<file path="src/rtl/fir_pipe_cfg.sv">
// ---------------------------------------------------------------------------
// fir_pipe_cfg
// Pipelined N-tap signed FIR filter with serial run-time coefficient loading.
//
// A small IDLE/LOAD/RUN controller decides, each cycle, whether the input
// word is a coefficient (s_set_coeffs, which has priority) or a sample
// (s_axis_fir_tvalid). Samples pass through three register stages:
//   delay line (buffs) -> product registers -> output register
// so a sample accepted in cycle k appears on y_n in cycle k+3.
//
// Optional feature macro: FIR_SATURATE_EN
//   defined   : accumulator clamped to the Y_N_SIZE signed range, sat_flag set
//   undefined : y_n is the two's-complement wrap of the accumulator
//
// Ports
//   clk                in  single clock, rising edge
//   reset              in  asynchronous, active-low reset
//   x_n                in  sample (RUN) or coefficient in x_n[TAP_SIZE-1:0]
//   s_axis_fir_tvalid  in  sample valid
//   s_set_coeffs       in  coefficient-word valid (priority over samples)
//   y_n                out filter output, registered
//   m_axis_fir_tvalid  out y_n valid
//   coeffs_valid       out a full coefficient set is loaded
//   load_err           out one-cycle pulse on an aborted load
//   sat_flag           out current y_n was clamped
// ---------------------------------------------------------------------------
module fir_pipe_cfg #(
    parameter int TAP_SIZE    = 6,
    parameter int NBR_OF_TAPS = 8,
    parameter int X_N_SIZE    = 8,
    parameter int Y_N_SIZE    = 14
) (
    input  logic                clk,
    input  logic                reset,
    input  logic [X_N_SIZE-1:0] x_n,
    input  logic                s_axis_fir_tvalid,
    input  logic                s_set_coeffs,
    output logic [Y_N_SIZE-1:0] y_n,
    output logic                m_axis_fir_tvalid,
    output logic                coeffs_valid,
    output logic                load_err,
    output logic                sat_flag
);

    localparam int PW = TAP_SIZE + X_N_SIZE;           // full product width
    localparam int AW = PW + $clog2(NBR_OF_TAPS);      // overflow-free sum
    localparam int CW = $clog2(NBR_OF_TAPS + 1);

    typedef enum logic [1:0] {IDLE, LOAD, RUN} state_t;

    state_t                      state;
    logic [CW-1:0]               load_cnt;
    logic signed [TAP_SIZE-1:0]  taps  [NBR_OF_TAPS];
    logic signed [X_N_SIZE-1:0]  buffs [NBR_OF_TAPS];
    logic signed [PW-1:0]        prods [NBR_OF_TAPS];
    logic                        s1_valid;
    logic                        s2_valid;

    logic signed [TAP_SIZE-1:0]  coeff_word;
    logic                        accept;
    logic                        clear_line;
    logic signed [AW-1:0]        acc;
    logic [Y_N_SIZE-1:0]         y_next;
    logic                        sat_next;

    assign coeff_word = x_n[TAP_SIZE-1:0];
    // A reload started from RUN flushes the history so the new set starts clean.
    assign clear_line = (state == RUN) && s_set_coeffs;

    // NOTE: every combinational output gets a default first so no latch is inferred.
    always_comb begin
        accept = 1'b0;
        case (state)
            IDLE:    accept = !s_set_coeffs && s_axis_fir_tvalid && coeffs_valid;
            RUN:     accept = !s_set_coeffs && s_axis_fir_tvalid;
            default: accept = 1'b0;
        endcase
    end

    // Controller: state, load counter and the coefficient status flags.
    // NOTE: sequential state uses non-blocking assignments only.
    always_ff @(posedge clk or negedge reset) begin
        if (!reset) begin
            state        <= IDLE;
            load_cnt     <= '0;
            coeffs_valid <= 1'b0;
            load_err     <= 1'b0;
        end else begin
            load_err <= 1'b0;
            case (state)
                IDLE, RUN: begin
                    if (s_set_coeffs) begin
                        load_cnt     <= CW'(1);
                        coeffs_valid <= 1'b0;
                        state        <= LOAD;
                    end else if (state == IDLE && accept) begin
                        state <= RUN;
                    end else if (state == RUN && !s_axis_fir_tvalid) begin
                        state <= IDLE;
                    end
                end
                LOAD: begin
                    if (s_set_coeffs) begin
                        if (load_cnt == CW'(NBR_OF_TAPS - 1)) begin
                            coeffs_valid <= 1'b1;
                            load_cnt     <= '0;
                            state        <= IDLE;
                        end else begin
                            load_cnt <= load_cnt + CW'(1);
                        end
                    end else begin
                        // Gap inside a load: the partial set is unusable.
                        load_err <= 1'b1;
                        load_cnt <= '0;
                        state    <= IDLE;
                    end
                end
                default: state <= IDLE;
            endcase
        end
    end

    // Stage 1: coefficient shift register and sample delay line. Every
    // coefficient word shifts in; a completed load overwrites all taps, and
    // a partial one leaves coeffs_valid low, so no state check is needed.
    // NOTE: these arrays are reset because a cleared history is observable on y_n.
    always_ff @(posedge clk or negedge reset) begin
        if (!reset) begin
            for (int i = 0; i < NBR_OF_TAPS; i++) begin
                taps[i]  <= '0;
                buffs[i] <= '0;
            end
            s1_valid <= 1'b0;
        end else begin
            if (s_set_coeffs) begin
                taps[0] <= coeff_word;
                for (int i = 1; i < NBR_OF_TAPS; i++) taps[i] <= taps[i-1];
            end
            if (clear_line) begin
                for (int i = 0; i < NBR_OF_TAPS; i++) buffs[i] <= '0;
            end else if (accept) begin
                buffs[0] <= x_n;
                for (int i = 1; i < NBR_OF_TAPS; i++) buffs[i] <= buffs[i-1];
            end
            s1_valid <= accept;
        end
    end

    // Stage 2: full-precision products. Taps only change on an edge, so the
    // products of samples already in the delay line use the old set even
    // when a reload starts in the same cycle.
    always_ff @(posedge clk or negedge reset) begin
        if (!reset) begin
            for (int i = 0; i < NBR_OF_TAPS; i++) prods[i] <= '0;
            s2_valid <= 1'b0;
        end else begin
            for (int i = 0; i < NBR_OF_TAPS; i++) prods[i] <= PW'(taps[i]) * PW'(buffs[i]);
            s2_valid <= s1_valid;
        end
    end

    always_comb begin
        acc = '0;
        for (int i = 0; i < NBR_OF_TAPS; i++) acc = acc + AW'(prods[i]);
`ifdef FIR_SATURATE_EN
        y_next   = Y_N_SIZE'(acc);
        sat_next = 1'b0;
        if (Y_N_SIZE < AW) begin
            if (acc > AW'((1 << (Y_N_SIZE - 1)) - 1)) begin
                y_next   = {1'b0, {(Y_N_SIZE-1){1'b1}}};
                sat_next = 1'b1;
            end else if (acc < AW'(-(1 << (Y_N_SIZE - 1)))) begin
                y_next   = {1'b1, {(Y_N_SIZE-1){1'b0}}};
                sat_next = 1'b1;
            end
        end
`else
        y_next   = Y_N_SIZE'(acc);
        sat_next = 1'b0;
`endif
    end

    // Stage 3: output register, forced to zero whenever the result is invalid.
    always_ff @(posedge clk or negedge reset) begin
        if (!reset) begin
            y_n               <= '0;
            m_axis_fir_tvalid <= 1'b0;
            sat_flag          <= 1'b0;
        end else begin
            y_n               <= s2_valid ? y_next : '0;
            m_axis_fir_tvalid <= s2_valid;
            sat_flag          <= s2_valid && sat_next;
        end
    end

endmodule

</file>
<file path="config.mk">
export PLATFORM = sky130hd
export DESIGN_NAME = fir_pipe_cfg
export DESIGN_NICKNAME = d
export VERILOG_FILES = /design/src/rtl/fir_pipe_cfg.sv
export SDC_FILE = /design/constraint.sdc
export NUM_CORES = 1
export LEC_CHECK = 0
export CORE_UTILIZATION = 45
export CTS_BUF_LIST = sky130_fd_sc_hd__clkbuf_4 sky130_fd_sc_hd__clkbuf_8 sky130_fd_sc_hd__clkbuf_16
export CTS_CLUSTER_DIAMETER = 200
export CTS_CLUSTER_SIZE = 40
export DETAILED_ROUTE_END_ITERATION = 8
export REMOVE_ABC_BUFFERS = 1
export SLEW_MARGIN = 20
export SYNTH_ARGS = -nofsm -noshare
export SYNTH_HDL_FRONTEND = slang
export SYNTH_SLANG_ARGS = --single-unit
</file>
<file path="constraint.sdc">
create_clock -name clk -period 4.15 [get_ports clk]
set_input_delay 0.6225 -clock clk [delete_from_list [all_inputs] [get_ports clk]]
set_output_delay 0.6225 -clock clk [all_outputs]
set_load 0.05 [all_outputs]
</file>
# Yosys cells after proc, flatten, opt, wreduce, memory -nomap -nowiden
# Cells that the tools add are included.
op_classes:
  n_mul: 8
  n_addsub: 8
  muxes: 20
  reduce_logical: 14
  n_eq_ne: 8
op_table:
  columns: ["cell", "count"]
  rows:
  - ["two-way mux 64 bit", 2]
  - ["multiplier 6 x 8 -> 14 bit", 8]
  - ["adder 14 bit", 7]
  - ["two-way mux 14 bit", 1]
  - ["two-way mux 4 bit", 3]
  - ["two-way mux 2 bit", 5]
  - ["case mux 4 bit (2 select lines)", 1]
  - ["!= test 2 bit (second input constant)", 3]
  - ["logical AND 1 bit", 5]
  - ["two-way mux 1 bit", 5]
  - ["adder 4 x 1 -> 4 bit (second input constant)", 1]
  - ["== test 4 x 3 -> 1 bit (second input constant)", 1]
  - ["!= test 4 bit (second input constant)", 1]
  - ["case mux 1 bit (2 select lines)", 2]
  - ["case mux 2 bit (2 select lines)", 1]
  - ["AND reduction 2 bit", 2]
  - ["AND reduction 4 bit", 1]
  - ["nonzero test 2 bit", 2]
  - ["!= test 3 bit (second input constant)", 1]
  - ["== test 2 x 1 -> 1 bit (second input constant)", 1]
  - ["== test 2 bit (second input constant)", 1]
  - ["zero test 1 bit", 2]
  - ["zero test 2 bit", 1]
  - ["OR reduction 2 bit", 1]
word_totals:
  output_inout_bits: 18
  reg_bits: 249
  inputBits: 12
  wordCells: 90

# Longest topological paths before layout
depth:
  ltp_word: 8
  ltp_mapped: 17
  mapped_depth_nobuf: 16

# Worst setup path after synthesis
# Ideal clock, no wire load.
synth_path:
  path_kind: "register to register"
  startpoint: "register taps[12] (netlist bit)"
  endpoint: "register prods[40] (netlist bit)"
  required_time_ns: 4.070
  n_path_buf: 0
  period_less_slack_ns: 4.166
  stages_incl_launch_ff: 17
  arrival_time_ns: 4.087
  slack_ns: -0.016
  setup_time_ns: 0.080
  path_cell_list: "dfrtp_1 -> and2_1 -> fa_1 -> inv_1 -> fa_1 -> inv_1 -> fa_1 -> inv_1 -> fa_1 -> inv_1 -> fa_1 -> a21o_1 -> a21oi_2 -> nor2b_1 -> o21a_1 -> o41ai_2 -> xnor2_1"
synth_via:
  elab_chain_len: 1
synth_rtl:
  columns: ["element", "line_no", "source"]
  rows:
  - ["start: declaration", "53", "logic signed [TAP_SIZE-1:0] taps [NBR_OF_TAPS];"]
  - ["multiplier 6 x 8 -> 14 bit", "157", "for (int i = 0; i < NBR_OF_TAPS; i++) prods[i] <= PW'(taps[i]) * PW'(buffs[i]);"]
  - ["end: declaration", "55", "logic signed [PW-1:0] prods [NBR_OF_TAPS];"]
# No other way between the ends.
# A chain may end at the register's enable or synchronous reset.

# Worst setup path after layout
layout_path:
  startpoint: "register taps[0] (netlist bit)"
  endpoint: "register prods[12] (netlist bit)"
# Same word-level chain as after synthesis.

==> results.txt <==
Largest cells by area after synthesis = fa_1 29%, dfrtp_1 26%, ha_1 11%
Syn Std Cell Area = 24000 µm²
Post-synthesis sequential area ratio = 0.260
Post-synth EDFFs = 0
Count leader, synth = inv_1
Sequential share of power = 0.263
Final Hold Viols = 0
DRT Wirelength = 54.9 mm
Worst Path Arrival = 4.74 ns
Dominant cell type by area after synthesis = fa_1
Remaining global-route overflow = 0
Total GRT Usage = 0.213
Fmax = 0.232 GHz
Antenna violations before repair = 4
Lkg Pwr = 13.8 nW
Clock tree buffer depth = 3
WS Path Type = flip-flop to flip-flop
Pre-antenna DRT Iters = 5
Clk pwr share = 0.117
Rel. slew slack = 0.397
Max Cap Violations = 0
Die ar. = 54200 µm²
DP Wirelength = 43.6 mm
I/O Pins = 30
Crit-path max FO = 2
WP data required = 4.58 ns
Worst Hold Class = input port to async pin
Placer Congestion = 0.870
Seq cells post-synth = 249
Nets@finish = 3064
PortBufs = 28
Switch Pwr = 0.00485 W
Htree depth = 1
DR iter-0 viols = 718
Slew Limit Fails = 0
Worst r2r src = taps[0]
Power Total = 0.0111 W
Pin count of the biggest net entering global routing = 111
Starting Density = 0.456
PnR worst setup slack = -0.161 ns
Insertion delay to the later sink of the worst-skew pair = 0.52 ns
First-pass GRT wire length = 90.9 mm
Wire per inst = 17.3 µm
Minimum clock period = 4.31 ns
ANT nets after route = 0
Logic gate share of total power = 0.620
Async S/R FF share, synth = 1.00
Synth-to-Final Area Change = 12.6%
Routed vias/inst = 4.96
Synth top area share = 0.290
Main synth FF type = dfrtp_1
CP endpoint kind = flip-flop
Syn. warnings = 0
Finish-stage setup viols = 9
Core area = 52600 µm²
Crit path from = taps[0]
Internal Power = 0.00621 W
Die X = 233 µm
Final design utilization = 0.513
Failing checks = setup timing
Worst Setup Start Kind = flip-flop
Die Span Y = 233 µm
ANT cells = 0
Synth cell types = 43
Vias post-DR = 15800
Status = finished with violations
Sw frac = 0.439
Worst slew pin tran = 0.905 ns
Sink Count = 249
Total Neg Setup Slack = -0.494 ns
Period Utilization, post-route = 1.04
Total CTS buffers = 10
DRC = 0
CTS tree = built
Pwr/cell area = 410 nW/µm²
Peak supply drop = 0.604 mV
Clk root buf = clkbuf_16
Hold WS = 0.117 ns
RSZ-0062 raised after global routing = yes
Clock-pin slew on the worst setup and hold paths = 0.15 ns
Site row count = 84
Vias in the first global route = 17100
Post-Synthesis Cells = 2315
Share of cells above drive strength 1 = 0.139
Clock Skew = 0.0587 ns
Post-synth top cells = 465 x inv_1, 347 x fa_1, 249 x dfrtp_1
Mean Syn Cell Area = 10.3 µm²
## what timing repair did
action | CTS | global route
buffers inserted | 17 | 14
cloned | 0 | 0
gates resized for setup | 39 | 57
hold buffers | 0 | 0
setup endpoints to repair | 29 | 42
pin swaps | 59 | 79
## registers in the layout, summed over array words and instances, names as in the netlist
| name | cells |
|---|---|
| buffs | 64 |
| coeffs_valid | 1 |
| load_cnt | 4 |
| load_err | 1 |
| m_axis_fir_tvalid | 1 |
| prods | 112 |
| s1_valid | 1 |
| s2_valid | 1 |
| state | 2 |
| taps | 48 |
| y_n | 14 |
## metrics by stage
step | instance area (µm²) | setup slack, ns | cells
after floorplan | 23800 | -0.930 | 2271
final | 27000 | -0.161 | 3178
after detailed placement | 26100 | -0.125 | 3135
after global placement | 26100 | -0.0527 | 3135
after global routing | 27000 | -0.322 | 3178
after CTS | 26600 | -0.141 | 3164
## cells by family after synthesis
kind of cell               after synthesis  share of synthesized area
adders and majority gates              562                      0.402
and+or+nand+nor                        590                      0.126
AOI/OAI and AO/OA                      232                     0.0632
xor gates and xnor gates               129                     0.0472
buffers and inverters                  509                     0.0810
DFF                                    249                      0.260
other                                    1                   0.000157
muxes                                   43                     0.0201
## layout make-up
type / count / area, µm²
Inverter: 465 / 1750
Clock buffer: 11 / 275
Timing Repair Buffer: 207 / 1680
Clock inverter: 1 / 30.0
Tap cell: 688 / 861
Multi-Input combinational cell: 1557 / 16100
Sequential cell: 249 / 6230
Fill cell: 4760 / 25600
## placed cells by master, fill, tap and decap left out, drive strengths merged, types with 4 or more instances in the layout
cell type and n:
a21oi 98, clkdlybuf4s50 26, o21a 11, buf 181, and2 245, o41ai 8
fa 347, a211oi 10, nand2b 54, inv 465, nor2 36, mux2 40
o31ai 8, nor2b 12, a21o 19, xor2 32, o21bai 10, xnor2 97
nand2 232, ha 215, clkbuf 11, o21ai 56, and3 4, dfrtp 249
## critical path, stage by stage, from the launching register on
cell	delay (ns)
dfrtp_1	0.40
and2_4	0.16
fa_1	0.55
inv_2	0.04
fa_1	0.48
inv_1	0.05
fa_1	0.48
inv_1	0.05
fa_1	0.50
inv_2	0.05
fa_2	0.38
a21o_1	0.17
a21oi_2	0.15
nor2b_1	0.06
o21a_1	0.21
o41ai_2	0.37
xnor2_1	0.15
## worst paths after layout
path,endpoint,slack (ns),cells after the start
setup reg to reg,prods[12],-0.16,16
hold reg to reg,s2_valid,0.37,0
max in group asynchronous,prods[12],2.95,2
hold / removal,taps[46],0.12,1
setup / recovery,prods[12],-0.16,16
min in group clk,s2_valid,0.37,0
## per-layer routing
layer / part of all wire / global-route usage / up-vias
met3: 0.023 / 0.0129 / 53
met2: 0.50 / 0.371 / 206
met5: 0.00024 / 0 / -
met1: 0.46 / 0.295 / 8121
li1: - / - / 7371
met4: 0.017 / 0.0372 / 2
## power by group through the flow
stage,logic (W),registers [W],clock network (W)
finish,0.00686,0.00291,0.00130
global route,0.00751,0.00294,0.00142
CTS,0.00640,0.00291,0.00135
detailed placement,0.00629,0.00296,0
global placement,0.00619,0.00295,0
floorplan,0.00423,0.00301,0
(Power assumes the default switching activity.)
